[src/rtl/if_id_queue_pkg.sv]
// Shared types and constants for the IF->ID decoupling queue.
package if_id_queue_pkg;

  localparam int IF_ID_DEPTH_DEFAULT = 2;

  localparam logic [31:0] INST_NOP = 32'h0000_0001;
  localparam logic [31:0] ZeroWord = 32'h0000_0000;
  localparam logic [7:0]  INT_NONE = 8'h00;

  localparam int          HOLD_FLAG_W = 3;
  localparam logic [2:0]  Hold_None   = 3'b000;
  localparam logic [2:0]  Hold_If     = 3'b010;

  typedef struct packed {
    logic [31:0] inst;
    logic [31:0] inst_addr;
    logic [7:0]  int_flag;
  } if_id_entry_t;

  function automatic logic hold_blocks_if(input logic [HOLD_FLAG_W-1:0] hold_flag);
    return (hold_flag >= Hold_If);
  endfunction

endpackage

[src/rtl/if_id_queue_mem.sv]
// Queue storage: DEPTH-entry flop array, one write port, asynchronous read, no reset.
module if_id_queue_mem
  import if_id_queue_pkg::*;
#(
  parameter  int DATA_W = $bits(if_id_entry_t),
  parameter  int DEPTH  = IF_ID_DEPTH_DEFAULT,
  localparam int AW     = $clog2(DEPTH)
) (
  input  logic              clk,
  input  logic              i_we,
  input  logic [AW-1:0]     i_waddr,
  input  logic [DATA_W-1:0] i_wdata,
  input  logic [AW-1:0]     i_raddr,
  output logic [DATA_W-1:0] o_rdata
);

  logic [DATA_W-1:0] r_mem [DEPTH];

  // Write the accepted entry into its slot
  always_ff @(posedge clk) begin
    if (i_we) begin
      r_mem[i_waddr] <= i_wdata;
    end
  end

  assign o_rdata = r_mem[i_raddr];

endmodule

[src/rtl/if_id_queue.sv]
// IF->ID decoupling queue with valid/ready on both sides, hold and flush.
// Optional perf counters are built when IF_ID_PERF_EN is defined.
module if_id_queue
  import if_id_queue_pkg::*;
#(
  parameter int INST_W = 32,
  parameter int ADDR_W = 32,
  parameter int INT_W  = 8,
  parameter int DEPTH  = IF_ID_DEPTH_DEFAULT
) (
  input  logic                   clk,
  input  logic                   rst,
  input  logic                   in_valid_i,
  output logic                   in_ready_o,
  input  logic [INST_W-1:0]      inst_i,
  input  logic [ADDR_W-1:0]      inst_addr_i,
  input  logic [INT_W-1:0]       int_flag_i,
  input  logic [HOLD_FLAG_W-1:0] hold_flag_i,
  input  logic                   flush_i,
  output logic                   out_valid_o,
  input  logic                   out_ready_i,
  output logic [INST_W-1:0]      inst_o,
  output logic [ADDR_W-1:0]      inst_addr_o,
  output logic [INT_W-1:0]       int_flag_o,
  output logic [31:0]            bubble_cnt_o,
  output logic [31:0]            stall_cnt_o
);

  localparam int PTR_W   = $clog2(DEPTH);
  localparam int CNT_W   = $clog2(DEPTH + 1);
  localparam int ENTRY_W = INST_W + ADDR_W + INT_W;
  localparam logic [CNT_W-1:0] FULL_CNT = CNT_W'(DEPTH);

  logic [PTR_W-1:0]   r_rd_ptr;
  logic [PTR_W-1:0]   r_wr_ptr;
  logic [CNT_W-1:0]   r_count;
  logic               w_full;
  logic               w_empty;
  logic               w_hold_en;
  logic               w_push;
  logic               w_pop;
  logic [ENTRY_W-1:0] w_wdata;
  logic [ENTRY_W-1:0] w_rdata;

  assign w_full      = (r_count == FULL_CNT);
  assign w_empty     = (r_count == {CNT_W{1'b0}});
  assign in_ready_o  = ~w_full;
  assign out_valid_o = ~w_empty;
  assign w_hold_en   = hold_blocks_if(hold_flag_i);
  assign w_push      = in_valid_i & in_ready_o & ~flush_i;
  assign w_pop       = out_valid_o & out_ready_i & ~w_hold_en & ~flush_i;
  assign w_wdata     = {inst_i, inst_addr_i, int_flag_i};

  if_id_queue_mem #(
    .DATA_W (ENTRY_W),
    .DEPTH  (DEPTH)
  ) u_mem (
    .clk     (clk),
    .i_we    (w_push),
    .i_waddr (r_wr_ptr),
    .i_wdata (w_wdata),
    .i_raddr (r_rd_ptr),
    .o_rdata (w_rdata)
  );

  // Head payload, forced to the idle encoding while the queue is empty
  always_comb begin
    inst_o      = INST_W'(INST_NOP);
    inst_addr_o = ADDR_W'(ZeroWord);
    int_flag_o  = INT_W'(INT_NONE);
    if (w_empty) begin
      inst_o      = INST_W'(INST_NOP);
      inst_addr_o = ADDR_W'(ZeroWord);
      int_flag_o  = INT_W'(INT_NONE);
    end else begin
      {inst_o, inst_addr_o, int_flag_o} = w_rdata;
    end
  end

  // Pointer and occupancy control; flush discards everything and rewinds
  always_ff @(posedge clk or negedge rst) begin
    if (!rst) begin
      r_rd_ptr <= {PTR_W{1'b0}};
      r_wr_ptr <= {PTR_W{1'b0}};
      r_count  <= {CNT_W{1'b0}};
    end else if (flush_i) begin
      r_rd_ptr <= {PTR_W{1'b0}};
      r_wr_ptr <= {PTR_W{1'b0}};
      r_count  <= {CNT_W{1'b0}};
    end else begin
      if (w_push) begin
        r_wr_ptr <= r_wr_ptr + PTR_W'(1);
      end
      if (w_pop) begin
        r_rd_ptr <= r_rd_ptr + PTR_W'(1);
      end
      case ({w_push, w_pop})
        2'b10:   r_count <= r_count + CNT_W'(1);
        2'b01:   r_count <= r_count - CNT_W'(1);
        default: r_count <= r_count;
      endcase
    end
  end

`ifdef IF_ID_PERF_EN
  logic [31:0] r_bubble_cnt;
  logic [31:0] r_stall_cnt;

  // Decode-starved and fetch-blocked cycle counters, wrapping at 2^32
  always_ff @(posedge clk or negedge rst) begin
    if (!rst) begin
      r_bubble_cnt <= 32'h0;
      r_stall_cnt  <= 32'h0;
    end else begin
      if (~out_valid_o & ~w_hold_en & ~flush_i) begin
        r_bubble_cnt <= r_bubble_cnt + 32'd1;
      end
      if (in_valid_i & ~in_ready_o) begin
        r_stall_cnt <= r_stall_cnt + 32'd1;
      end
    end
  end

  assign bubble_cnt_o = r_bubble_cnt;
  assign stall_cnt_o  = r_stall_cnt;
`else
  assign bubble_cnt_o = 32'h0;
  assign stall_cnt_o  = 32'h0;
`endif

endmodule

[config.mk]
export PLATFORM = sky130hd
export DESIGN_NAME = if_id_queue
export DESIGN_NICKNAME = d
export VERILOG_FILES = /design/src/rtl/if_id_queue_pkg.sv /design/src/rtl/if_id_queue_mem.sv /design/src/rtl/if_id_queue.sv
export SDC_FILE = /design/constraint.sdc
export NUM_CORES = 1
export LEC_CHECK = 0
export CAP_MARGIN = 20
export CORE_AREA = 5 5 136 138
export DETAILED_ROUTE_END_ITERATION = 8
export DIE_AREA = 0 0 141 143
export DONT_BUFFER_PORTS = 1
export HOLD_SLACK_MARGIN = 0.02
export RECOVER_POWER = 50
export REMOVE_ABC_BUFFERS = 1
export SKIP_LAST_GASP = 1
export SLEW_MARGIN = 0
export SYNTH_ARGS = -nofsm -noshare
export SYNTH_HDL_FRONTEND = slang
export SYNTH_HIERARCHICAL = 1
export SYNTH_SLANG_ARGS = --single-unit
[constraint.sdc]
create_clock -name clk -period 4.9 [get_ports clk]
set_clock_uncertainty 0.2 [all_clocks]
set_input_delay 0.49 -clock clk [delete_from_list [all_inputs] [get_ports clk]]
set_output_delay 0.49 -clock clk [all_outputs]
set_load 0.02 [all_outputs]
==> summary.md <==
| Metric | Value |
|---|---|
| Status | `finished, violations left` |
| Failing checks | `max-capacitance violations, max-slew violations` |
| Clk_lat worst skew | `0.41 ns` |
| Number of diodes | `0` |
| Overall routed net length | `about 12000 um` |
| Core area | `0.0171 mm2` |
| Vias in the first global route | `approximately 3400` |
| Via Count | `~3200` |
| Iteration-0 DRC count of the detailed router | `~130` |
| Min-delay worst type | `input port to flop` |
| Max-cap viol count | `1` |
| Crit path launch | `r_rd_ptr` |
| Yosys cell types | `26` |
| Post-synthesis cell count | `just under 400` |
| DR vias/cell | `4.46` |
| CP arrival | `just under 3 ns` |
| Starting density of the core | `around two fifths` |
| Grt peak-use layer | `met2` |
| Most used DFF post-synth | `edfxtp_1` |
| Avg Cell Area, Syn | `17.0 um2` |
| GR Util met3 | `around 4.7%` |
| Setup tns final | `0 ns` |
| Clock sink total | `approximately 150` |
| DP Area | `approximately 0.0066 mm2` |
| DP Worst Slack | `~2.3 ns` |
| CP Max Fanout | `29` |
| Synthesis-stage register bit count | `around 150` |
| Final ANT Viol Nets | `0` |
| Least-Margin Pin Slew | `around 1.8 ns` |
| Die X | `141 um` |
| Die footprint | `approximately 0.020 mm2` |
| Cell area after layout | `approximately 0.0080 mm2` |
| Row cnt | `48` |
| WL/cell | `between 15 and 20 um` |
| CTS tree | `yes` |
| Pwr/cell area | `roughly 390 mW/mm2` |
| GRT met1 Usage | `around an eighth` |
| Pre-antenna DRT Iters | `4` |
| Synth warnings | `6` |
| Placed Cells | `just over 600` |
| DRC errors left | `0` |
| Synthesized area | `roughly 0.0067 mm2` |
| Post_cts resized | `0` |
| Largest net degree at the start of global routing | `74` |
| HP Start | `in_valid_i` |
| Max rail drop VDD | `0.000245 V` |
| Final nets | `between 500 and 600` |
| Async S/R FF share, synth | `about 2.7%` |
| Worst Setup End Kind | `primary output` |
| Leak | `2.95 nW` |
| Commonest non-fill, non-tap cell in the layout | `edfxtp_1` |
| Min Tclk post-route | `3.63 ns` |
| Most frequent cells in the layout | `144 x edfxtp_1, 74 x dlygate4sd3_1, 71 x and2_1` |
| Worst setup margin | `1.27 ns` |
| Initial antenna violation count | `0` |
| Total CTS buffers | `17` |
| Post-synth EDFFs | `144` |
| Reg2reg start | `r_count[1]` |
| GRT overflow | `0` |
| Routability Congestion | `0.724` |
| Top Ports | `roughly 220` |
| Root buf cell | `clkbuf_16` |
| Total GRT Usage | `between 10% and 20%` |
| Relative slew slack | `-20.9%` |
| Critical path class | `flop to primary output` |
| Post-synth top area cell | `edfxtp_1` |
| Share of the synthesized area in the top cell type | `between 60% and 70%` |
| Top post-synthesis cells by area | `edfxtp_1 64%, mux2_4 16%, buf_4 7.1%, and2_1 6.7%, buf_12 2.1%` |
| Worst setup SP type | `flop` |
| Final Hold Viols | `0` |
| Area grow syn2layout | `19.0%` |
| Clk slew on worst S/H paths | `roughly 0.06 ns` |
| F_max | `around 0.28 GHz` |
| Post-DP HPWL | `around 7200 um` |
| Non-Filler Instances | `714` |
| Fraction of layout cells with a size suffix above 1 | `22.5%` |
| Critical Path RT | `about 4.2 ns` |
| Sequential share of the synthesized area | `65.6%` |
| Max clock buf depth | `2` |
| Period utilization | `approximately three quarters` |
| Die Ht | `~140 um` |
| Global-route wire length before repair | `between 15000 and 20000 um` |
| Clock H-tree levels | `4` |
| Final setup violating endpoints | `0` |
| Pins over their slew limit | `73` |
| M2 GR Usage | `about a fifth` |
| Buffers added on ports | `0` |
| Unrepaired setup endpoints after global routing | `false` |
routing by layer:
| metal | share of wire (%) | wire (um) | vias up |
|---|---|---|---|
| met5 | 0 | 0 | - |
| met2 | 52 | 6090 | 171 |
| li1 | - | - | 1458 |
| met3 | 9.4 | 1100 | 7 |
| met4 | 0.77 | 89 | 0 |
| met1 | 37 | 4340 | 1552 |
power breakdown:
part           switching, mW  internal [mW]
combinational          0.211          0.124
sequential            0.0152           1.44
clock                  0.510          0.857
repair_timing:
| action | 4_1_cts | 5_1_grt |
|---|---|---|
| endpoints found under the hold margin | 152 | 0 |
| setup buffers | 0 | 0 |
| hold buffers | 74 | 0 |
state kept, by name, summed over array words and instances, names as in the netlist:
signal	count
r_wr_ptr	1
r_count	2
r_rd_ptr	1
u_mem/r_mem	144
through the flow:
step	hold WS (ns)	util, %	total power, mW
floorplan	-0.00559	-	1.73
global route	0.0495	47.1	3.30
detailed placement	-0.00541	38.9	1.76
global placement	-0.00543	38.9	1.76
CTS	0.0239	47.0	3.20
finish	0.0557	47.1	3.16
layout make-up:
type,count,area [um2]
Tap cell,225,282
Timing Repair Buffer,78,783
Sequential cell,148,4420
Fill cell,1464,9030
Clock buffer,17,425
Inverter,3,11.3
Clock inverter,14,203
Multi-Input combinational cell,229,1900
cell usage after synthesis (2+ instances only):
master	instances
or3_1	2
clkbuf_1	7
mux2_2	2
buf_12	7
edfxtp_1	144
a21oi_1	3
buf_4	64
nor2b_1	2
inv_1	2
and2_1	72
dfrtp_1	4
o21ai_0	4
mux2_4	70
worst max-delay path: stages (launching register included):
cell,delay [ns]
dfrtp_1,1.28
buf_4,0.63
mux2_4,0.36
and2_1,0.21
logic make-up (layout without fill, tap and decap cells):
logic type	after synthesis	after routing	share of synthesized area [%]
multiplexers	72	72	15.9
AO/OA/AOI/OAI	9	9	0.723
flip-flops	148	148	65.6
AND/OR/NAND/NOR	84	84	7.81
buffers and inverters	82	112	9.92
other	1	64	0.0556
final timing paths:
check / slack, ns / to / cells past startpoint
worst min-delay path: 0.06 / r_count[0] / 2
worst max-delay path: 1.27 / inst_o[15] / 3
max in group asynchronous: 4.15 / r_count[1] / 1
worst min register to register: 0.43 / r_wr_ptr / 2
min in group asynchronous: 0.17 / r_rd_ptr / 1
worst max register to register: 2.04 / u_mem/r_mem[1][13] / 3
No activity file was read; power rests on OpenSTA's default activity.
